===== config.mk =====
export PLATFORM = sky130hd
export DESIGN_NAME = inst_pipeline_regs
export DESIGN_NICKNAME = d
export VERILOG_FILES = /design/src/rtl/inst_pipeline_regs.sv
export SDC_FILE = /design/constraint.sdc
export NUM_CORES = 1
export LEC_CHECK = 0
export ABC_CLOCK_PERIOD_IN_PS = 2750
export CAP_MARGIN = 20
export CORE_ASPECT_RATIO = 0.8
export CORE_MARGIN = 2
export CORE_UTILIZATION = 45
export DETAILED_ROUTE_END_ITERATION = 6
export DONT_BUFFER_PORTS = 1
export PLACE_DENSITY = 0.58
export SYNTH_ARGS = -nofsm -noshare
export SYNTH_HDL_FRONTEND = slang
export SYNTH_SLANG_ARGS = --single-unit

===== constraint.sdc =====
create_clock -name clk -period 2.75 [get_ports clk]
set_input_delay 0.55 -clock clk [delete_from_list [all_inputs] [get_ports clk]]
set_output_delay 0.55 -clock clk [all_outputs]
set_load 0.01 [all_outputs]

===== src/rtl/inst_pipeline_regs.sv =====
// Instruction/PC register chain for the 3-stage core (D -> X -> Mem_WB).
// Covers stall, redirect flush, load-use bubble insertion and the CSR counters.
module inst_pipeline_regs #(
  parameter logic [31:0] NOP_INST       = 32'h0000_0013,
  parameter int          LOAD_USE_STALL = 1,
  parameter int          CNT_W          = 32
) (
  input  logic             clk,
  input  logic             reset_n,
  input  logic             stall,
  input  logic [31:0]      fetch_inst,
  input  logic [31:0]      fetch_pc,
  input  logic             fetch_valid,
  input  logic             redirect,
  input  logic             cnt_clear,
  output logic [31:0]      D_inst,
  output logic [31:0]      X_inst,
  output logic [31:0]      Mem_WB_inst,
  output logic [31:0]      D_pc,
  output logic [31:0]      X_pc,
  output logic [31:0]      Mem_WB_pc,
  output logic             D_valid,
  output logic             X_valid,
  output logic             Mem_WB_valid,
  output logic             load_use_bubble,
  output logic             fetch_hold,
  output logic [CNT_W-1:0] cycle_cnt,
  output logic [CNT_W-1:0] instret_cnt
);

  localparam logic [6:0]       OP_LOAD  = 7'b0000011;
  localparam logic [6:0]       OP_LUI   = 7'b0110111;
  localparam logic [6:0]       OP_AUIPC = 7'b0010111;
  localparam logic [6:0]       OP_JAL   = 7'b1101111;
  localparam logic [6:0]       OP_REG   = 7'b0110011;
  localparam logic [6:0]       OP_STORE = 7'b0100011;
  localparam logic [6:0]       OP_BR    = 7'b1100011;
  localparam logic [CNT_W-1:0] CNT_ONE  = CNT_W'(1);

  logic [31:0]      r_d_inst, r_x_inst, r_wb_inst;
  logic [31:0]      r_d_pc, r_x_pc, r_wb_pc;
  logic             r_d_valid, r_x_valid, r_wb_valid;
  logic [CNT_W-1:0] r_cycle_cnt, r_instret_cnt;

  logic [6:0] w_x_op, w_d_op;
  logic [4:0] w_x_rd, w_d_rs1, w_d_rs2;
  logic       w_d_uses_rs1, w_d_uses_rs2, w_hz, w_bubble;

  function automatic logic uses_rs1(input logic [6:0] op);
    return !(op == OP_LUI || op == OP_AUIPC || op == OP_JAL);
  endfunction

  function automatic logic uses_rs2(input logic [6:0] op);
    return (op == OP_REG || op == OP_STORE || op == OP_BR);
  endfunction

  assign w_x_op       = r_x_inst[6:0];
  assign w_x_rd       = r_x_inst[11:7];
  assign w_d_op       = r_d_inst[6:0];
  assign w_d_rs1      = r_d_inst[19:15];
  assign w_d_rs2      = r_d_inst[24:20];
  assign w_d_uses_rs1 = uses_rs1(w_d_op);
  assign w_d_uses_rs2 = uses_rs2(w_d_op);

  // A load in X whose rd feeds a source D actually reads cannot forward in time.
  assign w_hz = (LOAD_USE_STALL != 0) && r_x_valid && r_d_valid &&
                (w_x_op == OP_LOAD) && (w_x_rd != 5'd0) &&
                (((w_x_rd == w_d_rs1) && w_d_uses_rs1) ||
                 ((w_x_rd == w_d_rs2) && w_d_uses_rs2));

  assign w_bubble        = w_hz && !redirect && !stall;
  assign load_use_bubble = w_bubble;
  assign fetch_hold      = stall | w_bubble;

  // ---- stage registers: fetch -> D -> X -> Mem_WB ----
  always_ff @(posedge clk) begin
    if (!reset_n) begin
      r_d_inst   <= NOP_INST;
      r_x_inst   <= NOP_INST;
      r_wb_inst  <= NOP_INST;
      r_d_pc     <= '0;
      r_x_pc     <= '0;
      r_wb_pc    <= '0;
      r_d_valid  <= 1'b0;
      r_x_valid  <= 1'b0;
      r_wb_valid <= 1'b0;
    end else if (!stall) begin
      r_wb_inst  <= r_x_inst;
      r_wb_pc    <= r_x_pc;
      r_wb_valid <= r_x_valid;
      if (redirect) begin
        r_x_inst  <= NOP_INST;
        r_x_pc    <= '0;
        r_x_valid <= 1'b0;
        r_d_inst  <= NOP_INST;
        r_d_pc    <= '0;
        r_d_valid <= 1'b0;
      end else if (w_bubble) begin
        r_x_inst  <= NOP_INST;
        r_x_pc    <= '0;
        r_x_valid <= 1'b0;
      end else begin
        r_x_inst  <= r_d_inst;
        r_x_pc    <= r_d_pc;
        r_x_valid <= r_d_valid;
        r_d_inst  <= fetch_valid ? fetch_inst : NOP_INST;
        r_d_pc    <= fetch_pc;
        r_d_valid <= fetch_valid;
      end
    end
  end

  // ---- CSR counters: cycles run through stalls, instret counts Mem_WB retirements ----
  always_ff @(posedge clk) begin
    if (!reset_n || cnt_clear) begin
      r_cycle_cnt   <= '0;
      r_instret_cnt <= '0;
    end else begin
      r_cycle_cnt <= r_cycle_cnt + CNT_ONE;
      if (r_wb_valid && !stall) begin
        r_instret_cnt <= r_instret_cnt + CNT_ONE;
      end
    end
  end

  assign D_inst       = r_d_inst;
  assign X_inst       = r_x_inst;
  assign Mem_WB_inst  = r_wb_inst;
  assign D_pc         = r_d_pc;
  assign X_pc         = r_x_pc;
  assign Mem_WB_pc    = r_wb_pc;
  assign D_valid      = r_d_valid;
  assign X_valid      = r_x_valid;
  assign Mem_WB_valid = r_wb_valid;
  assign cycle_cnt    = r_cycle_cnt;
  assign instret_cnt  = r_instret_cnt;

endmodule


==> flow_metrics.py, run 1 <==
metrics = {
    "run_status": {
        "status": "completed",
    },
    "setup_path": {
        "timing.rr.start": "X_inst[11]",
        "endpoint": "fetch_hold",
        "reg2reg_slack_ps": 390,
        "cp.required_ps": 2200,
        "endpoint_kind": "output port",
        "crit_arrival_ps": 2150,
        "crit_start": "X_inst[11]",
        "critPathLaunchType": "register",
        "r2r-end": "D_pc[6]",
        "path_max_fanout": 3,
        "reg2reg_depth": 8,
        "critical_path_class": "reg2out",
    },
    "pwr": {
        "ir_worst_vdd_mv": 0.4517,
        "p_leak_nw": 4.292,
        "total_power_w": 0.007833,
        "powerDensity_nw_per_um2": 678.3,
    },
    "die": {
        "initial_core_util_pct": 45.67,
        "dieHeight_um": 139.0,
        "die_area_um2": 24010,
        "die_x_um": 172.7,
        "ios": 331,
        "std_cell_rows": 49,
        "core_um2": 22440,
    },
    "detailed_routing": {
        "vias_per_cell": 5.392,
        "drc": 0,
        "via_count": 7118,
        "drtPass1Iterations": 5,
        "dr.first_iter.drc_count": 479,
        "detail-route-antenna-nets": 0,
        "wl_per_cell_um": 19.97,
        "routed_wl_um": 26350,
    },
    "global_routing": {
        "grt_pass1_vias": 6715,
        "groute.layer.met1.usage_pct": 27.66,
        "grt_usage_pct": 20.94,
        "grt_first_pass_wirelength_um": 40700,
        "grt_busiest_layer": "met2",
        "antenna_found_initial": 0,
        "grt_use_met2_pct": 31.56,
        "grt_overflow": 0,
        "grt_max_degree": 168,
        "met3_usage_pct": 8.388,
    },
    "timing": {
        "timing.fmax_ghz": 0.3709,
        "finalCritPeriodShare_pct": 98.04,
        "setup_viol": 0,
        "slew_viol_final": 0,
        "fin_ws_ps": 53.80,
        "fin_crit_ps": 2696,
        "hold_violations": 0,
        "max_slew_margin_pct": 62.99,
        "finalClockSkew_ps": 9.106,
        "rsz0062_at_grt": "yes",
        "worst_pin_slew_ps": 555.2,
        "tns_ps": 0,
    },
    "synth": {
        "synth_cell_type_count": 42,
        "synth_nets": 1078,
        "syn_inst": 1006,
        "synth_warnings": 0,
        "netlist_area_um2": 10250,
        "syn_area_per_cell_um2": 10.19,
        "synth_top_area_share_pct": 50.59,
        "yosys.area.top_type": "dfxtp_1",
        "yosys-top-cells-area": "dfxtp_1 51%, mux2i_1 13%, a22o_2 5.6%",
        "yosys_register_bits": 259,
        "yosysSeqAreaShare_pct": 50.59,
    },
    "cells_and_area": {
        "insertedDiodeCount": 0,
        "finalNetCount": 1070,
        "area_growth_pct": 12.68,
        "stdcell_area_um2": 11550,
        "drive_above_1_share_pct": 14.40,
    },
    "cts": {
        "clk_latency_ps": 520,
        "clkSinkCount": 259,
        "clk_pin_slew_ps": 60,
        "ctsHoldBuffers": 0,
        "numCtsBuffers": 27,
        "ctsHtreeMaxLevel": 1,
        "cts-root-buf": "clkbuf_16",
        "cts_tree": "built",
        "cts_buffer_depth": 3,
    },
    "min_path": {
        "holdCritPathClass": "in2reg",
    },
    "place": {
        "dp_hpwl_um": 17770,
        "place.port_buffers": 0,
        "placed_cell_area_um2": 10550,
        "place_congestion": 0.7839,
        "pre_cts_slack_ps": 397.7,
    },
    "job": {
        "maxCapViolCount": 0,
    },
}
## critical path, stage by stage (launching register included)
cell and delay (ps):
dfxtp_2 320, or4_4 560, o211ai_1 260, nor4b_4 100, nor3_4 200, buf_12 140
inv_4 40
## stage by stage
step                      hold slack (ps)  instances  util [%]
after floorplan                     480.5       1006         -
after global placement              509.2       1271     47.01
after detailed placement            516.7       1271     47.01
after CTS                           113.8       1318     51.23
after global routing                144.2       1320     51.47
final                               164.6       1320     51.47
## cells in the mapped netlist
library cell,number
ha_1,2
or3_1,9
nand4b_1,1
inv_1,10
clkbuf_2,1
nor3_2,1
nand3b_1,31
dfxtp_1,259
mux2i_1,131
buf_6,6
nor4b_1,1
buf_1,5
nor3_1,15
nand2_1,116
o2111ai_1,1
nand2b_1,1
nor3b_1,3
nor4b_2,2
xnor2_1,34
o221ai_1,3
nor4_1,7
nor4_4,1
and2_1,8
a21oi_1,9
nand3_1,19
nor2_1,63
nor4b_4,1
a41oi_1,1
o211ai_1,1
clkbuf_1,49
and3_1,8
buf_2,3
a22o_1,5
a22o_2,57
nand4_1,17
nor2b_1,71
buf_4,5
or4_1,1
and4_1,9
xor2_1,28
o21ai_0,9
and4b_1,2
## kinds of logic (layout without fill, tap and decap cells)
group | Yosys count | count (layout) | share of synthesized area (%)
simple gates | 387 | 387 | 20.13
mux | 131 | 131 | 12.79
fa+ha+maj | 2 | 2 | 0.2441
compound gates | 86 | 86 | 7.374
buf+inv | 79 | 87 | 3.565
xor+xnor | 62 | 62 | 5.299
flops | 259 | 259 | 50.59
## per-layer routing
metal | vias up | wire [um]
met4 | 0 | 688
met2 | 265 | 11380
met5 | - | 0
met3 | 44 | 2629
li1 | 3463 | -
met1 | 3346 | 11660
## layout make-up
cell class | count | area [um2]
inverters | 10 | 40.04
flip-flops and latches | 259 | 5197
fillers | 2070 | 10890
well taps | 306 | 382.9
clock inverters | 5 | 102.6
multi-input cells | 668 | 4743
clock buffers | 40 | 804.5
repair buffers | 32 | 277.8
## report_power, final
| group | internal [W] | switching (W) | total [W] |
|---|---|---|---|
| clock network | 0.00228 | 0.00144 | 0.00373 |
| logic | 0.000120 | 0.000114 | 0.000234 |
| registers | 0.00380 | 0.0000766 | 0.00387 |
| total | 0.00620 | 0.00164 | 0.00783 |
## worst min-delay path by stage
stage	from	endpoint	cells after the start	slack, ps
after floorplan	cycle_cnt[0]	cycle_cnt[0]	1	480
after global placement	D_pc[2]	D_pc[2]	2	510
after detailed placement	D_pc[2]	D_pc[2]	2	520
after CTS	reset_n	Mem_WB_inst[4]	1	110
after global routing	fetch_inst[18]	D_inst[18]	2	140
final	fetch_inst[18]	D_inst[18]	2	160
## registers in the layout, summed over array words and instances, names as in the netlist
signal,count
X_inst,32
X_pc,32
cycle_cnt,32
D_valid,1
D_inst,32
D_pc,32
Mem_WB_inst,32
X_valid,1
Mem_WB_pc,32
Mem_WB_valid,1
instret_cnt,32
## cell usage in the layout (no fill, tap or decap), types with 7 or more instances in the layout
cell | netlist | routed
a21oi_1 | 9 | 9
a22o_2 | 57 | 57
and2_1 | 8 | 7
and3_1 | 8 | 8
and4_1 | 9 | 9
buf_4 | 5 | 29
clkbuf_16 | 0 | 27
clkbuf_8 | 0 | 8
dfxtp_1 | 259 | 253
inv_1 | 10 | 9
mux2i_1 | 131 | 131
nand2_1 | 116 | 116
nand3_1 | 19 | 19
nand3b_1 | 31 | 31
nand4_1 | 17 | 17
nor2_1 | 63 | 62
nor2b_1 | 71 | 71
nor3_1 | 15 | 15
o21ai_0 | 9 | 9
or3_1 | 9 | 9
xnor2_1 | 34 | 34
xor2_1 | 28 | 28
## repair_timing
item / CTS / global route
endpoints found under the setup margin: 1 / 1
setup buffers: 2 / 3
gates resized for setup: 7 / 9
pin swaps: 3 / 6
Note: power is estimated with default switching activity, not from simulation.
==> run 2, diff against run 1 <==
--- a/config.mk
+++ b/config.mk
@@ -10,9 +10,11 @@
 export CORE_ASPECT_RATIO = 0.8
 export CORE_MARGIN = 2
 export CORE_UTILIZATION = 45
+export CTS_BUF_LIST = sky130_fd_sc_hd__clkbuf_8
 export DETAILED_ROUTE_END_ITERATION = 6
 export DONT_BUFFER_PORTS = 1
 export PLACE_DENSITY = 0.58
 export SYNTH_ARGS = -nofsm -noshare
 export SYNTH_HDL_FRONTEND = slang
 export SYNTH_SLANG_ARGS = --single-unit
+export TNS_END_PERCENT = 50
==> run 2 against run 1 <==
Against the previous run:
- sequential power is essentially flat
- highest routed layer unchanged
- final area is 0.87% lower
- first-iteration DRC count decreased by 10%
- clock power decreased by 16%
- critical endpoint unchanged
- non-clock buffer count unchanged
- worst hold slack lost 7.4 ps
- clock skew is 8.9 ps higher
- utilization down 0.45 points
- sequential share of layout area increased by 0.44 points
- flip-flop and latch count is the same
- critical path type unchanged
==> flow_metrics.py, run 2 (synthesized netlist as in run 1, its figures left out) <==
metrics = {
    "setup_path": {
        "endpoint": "fetch_hold",
        "timing.rr.start": "X_inst[8]",
        "critical_path_class": "reg2out",
        "path_buf_inv": 3,
        "crit_arrival_ps": 2130,
        "critPathLaunchType": "register",
        "crit_slowest_cell": "or4_4",
        "crit_chain": "or4_4, nor2_4, nor4b_4, buf_4, nor3_4, buf_12, inv_6",
        "reg2reg_slack_ps": 400,
        "cp.required_ps": 2200,
        "endpoint_kind": "output port",
        "r2r-end": "X_inst[6]",
        "cpPeakStageDelay_ps": 570,
        "cp_top_family": "simple AND/OR/NAND/NOR gates",
        "crit_start": "X_inst[8]",
        "critical_path_depth": 7,
        "path_max_fanout": 3,
        "reg2reg_depth": 8,
    },
    "pwr": {
        "total_power_w": 0.007263,
        "powerDensity_nw_per_um2": 634.4,
        "p_leak_nw": 4.332,
        "ir_worst_vdd_mv": 0.3843,
    },
    "die": {
        "die_area_um2": 24010,
        "die_x_um": 172.7,
        "std_cell_rows": 49,
        "core_um2": 22440,
        "ios": 331,
        "dieHeight_um": 139.0,
        "initial_core_util_pct": 45.67,
    },
    "cells_and_area": {
        "drive_above_1_share_pct": 15.56,
        "final_common_cell": "dfxtp_1",
        "area_growth_pct": 11.71,
        "mostFrequentLayoutCells": "253 x dfxtp_1, 131 x mux2i_1, 116 x nand2_1",
        "insertedDiodeCount": 0,
        "finalNetCount": 1087,
        "stdcell_area_um2": 11450,
        "final_util_pct": 51.02,
    },
    "timing": {
        "slew_viol_final": 0,
        "fin_crit_ps": 2685,
        "setup_viol": 0,
        "rsz0062_at_grt": "yes",
        "worst_pin_slew_ps": 574.3,
        "hold_violations": 0,
        "finalClockSkew_ps": 18.01,
        "fin_ws_ps": 65.35,
        "timing.fmax_ghz": 0.3725,
        "max_slew_margin_pct": 61.71,
        "finalCritPeriodShare_pct": 97.62,
    },
    "cts": {
        "clkSinkCount": 259,
        "clk_pin_slew_ps": 60,
        "ctsHtreeMaxLevel": 2,
        "clk_latency_ps": 530,
        "cts_tree": "built",
        "cts_buffer_depth": 3,
        "cts-root-buf": "clkbuf_8",
        "ctsHoldBuffers": 0,
        "numCtsBuffers": 44,
    },
    "place": {
        "placed_cell_area_um2": 10550,
        "place.port_buffers": 0,
        "dp_hpwl_um": 17770,
        "pre_cts_slack_ps": 397.7,
        "place_congestion": 0.7839,
    },
    "detailed_routing": {
        "vias_per_cell": 5.362,
        "detail-route-antenna-nets": 0,
        "drc": 0,
        "dr.first_iter.drc_count": 429,
        "via_count": 7222,
        "wl_per_cell_um": 19.81,
        "routed_wl_um": 26690,
        "drtPass1Iterations": 5,
    },
    "global_routing": {
        "antenna_found_initial": 0,
        "grt_pass1_vias": 6908,
        "grt_first_pass_wirelength_um": 41190,
        "grt_overflow": 0,
        "grt_usage_pct": 21.37,
        "grt_max_degree": 168,
    },
    "min_path": {
        "holdCritPathClass": "in2reg",
    },
    "run_status": {
        "status": "completed",
    },
    "job": {
        "maxCapViolCount": 0,
    },
}
==> run 2: cell types whose count changed in the layout (fill, tap and decap cells not counted), sizes merged <==
cell	before	now
bufinv	3	0
clkbuf	40	51
clkinv	1	5
clkinvlp	1	0
inv	10	26
==> run 2: what timing repair did <==
action / 4_1_cts / 5_1_grt
gates resized for setup: 8 / 13
pin swaps: 5 / 4
endpoints found under the setup margin: 1 / 2
setup buffers: 3 / 2
==> run 2: worst min path at each step <==
stage,from,end,slack [ps],cells past startpoint
after detailed placement,D_pc[2],D_pc[2],520,2
final,reset_n,Mem_WB_pc[25],160,1
after floorplan,cycle_cnt[0],cycle_cnt[0],480,1
after global routing,fetch_inst[18],D_inst[18],130,2
after CTS,reset_n,Mem_WB_inst[4],100,1
after global placement,D_pc[2],D_pc[2],510,2
==> run 2: final cells by class <==
cell class                 instances  area (um2)
multi-input combinational        668        4752
inverter                          10       42.54
clock buffer                      51       701.9
tap                              306       382.9
clock inverter                    21       85.08
fill                            2112       10990
timing repair buffer              32       281.5
sequential                       259        5202
==> run 2: per-layer routing <==
| layer | share of wire (%) | GRT usage [%] |
|---|---|---|
| met1 | 45 | 27.98 |
| met2 | 43 | 31.62 |
| met3 | 10 | 9.211 |
| met4 | 2.2 | 7.270 |
| met5 | 0 | 0 |
==> run 2: power breakdown <==
group	internal, W	switching, W	total (W)
registers	0.00380	0.0000770	0.00387
logic	0.000121	0.000115	0.000236
clock network	0.00167	0.00149	0.00315
total	0.00559	0.00168	0.00726
==> run 2: through the flow <==
step                TNS (ps)  hold WS (ps)  std cells
floorplan                  0         480.5       1006
global placement           0         509.2       1271
detailed placement         0         516.7       1271
CTS                        0         102.0       1345
global route          -15.68         131.9       1347
finish                     0         157.2       1347
==> run 2: worst reg2reg max path, stage by stage, from the launching register on <==
cell     delay [ps]
dfxtp_1         310
or4_4           570
nor2_4          140
nor4b_4          60
buf_4           150
buf_4           140
nor4b_4         260
buf_4           430
a22o_2          220
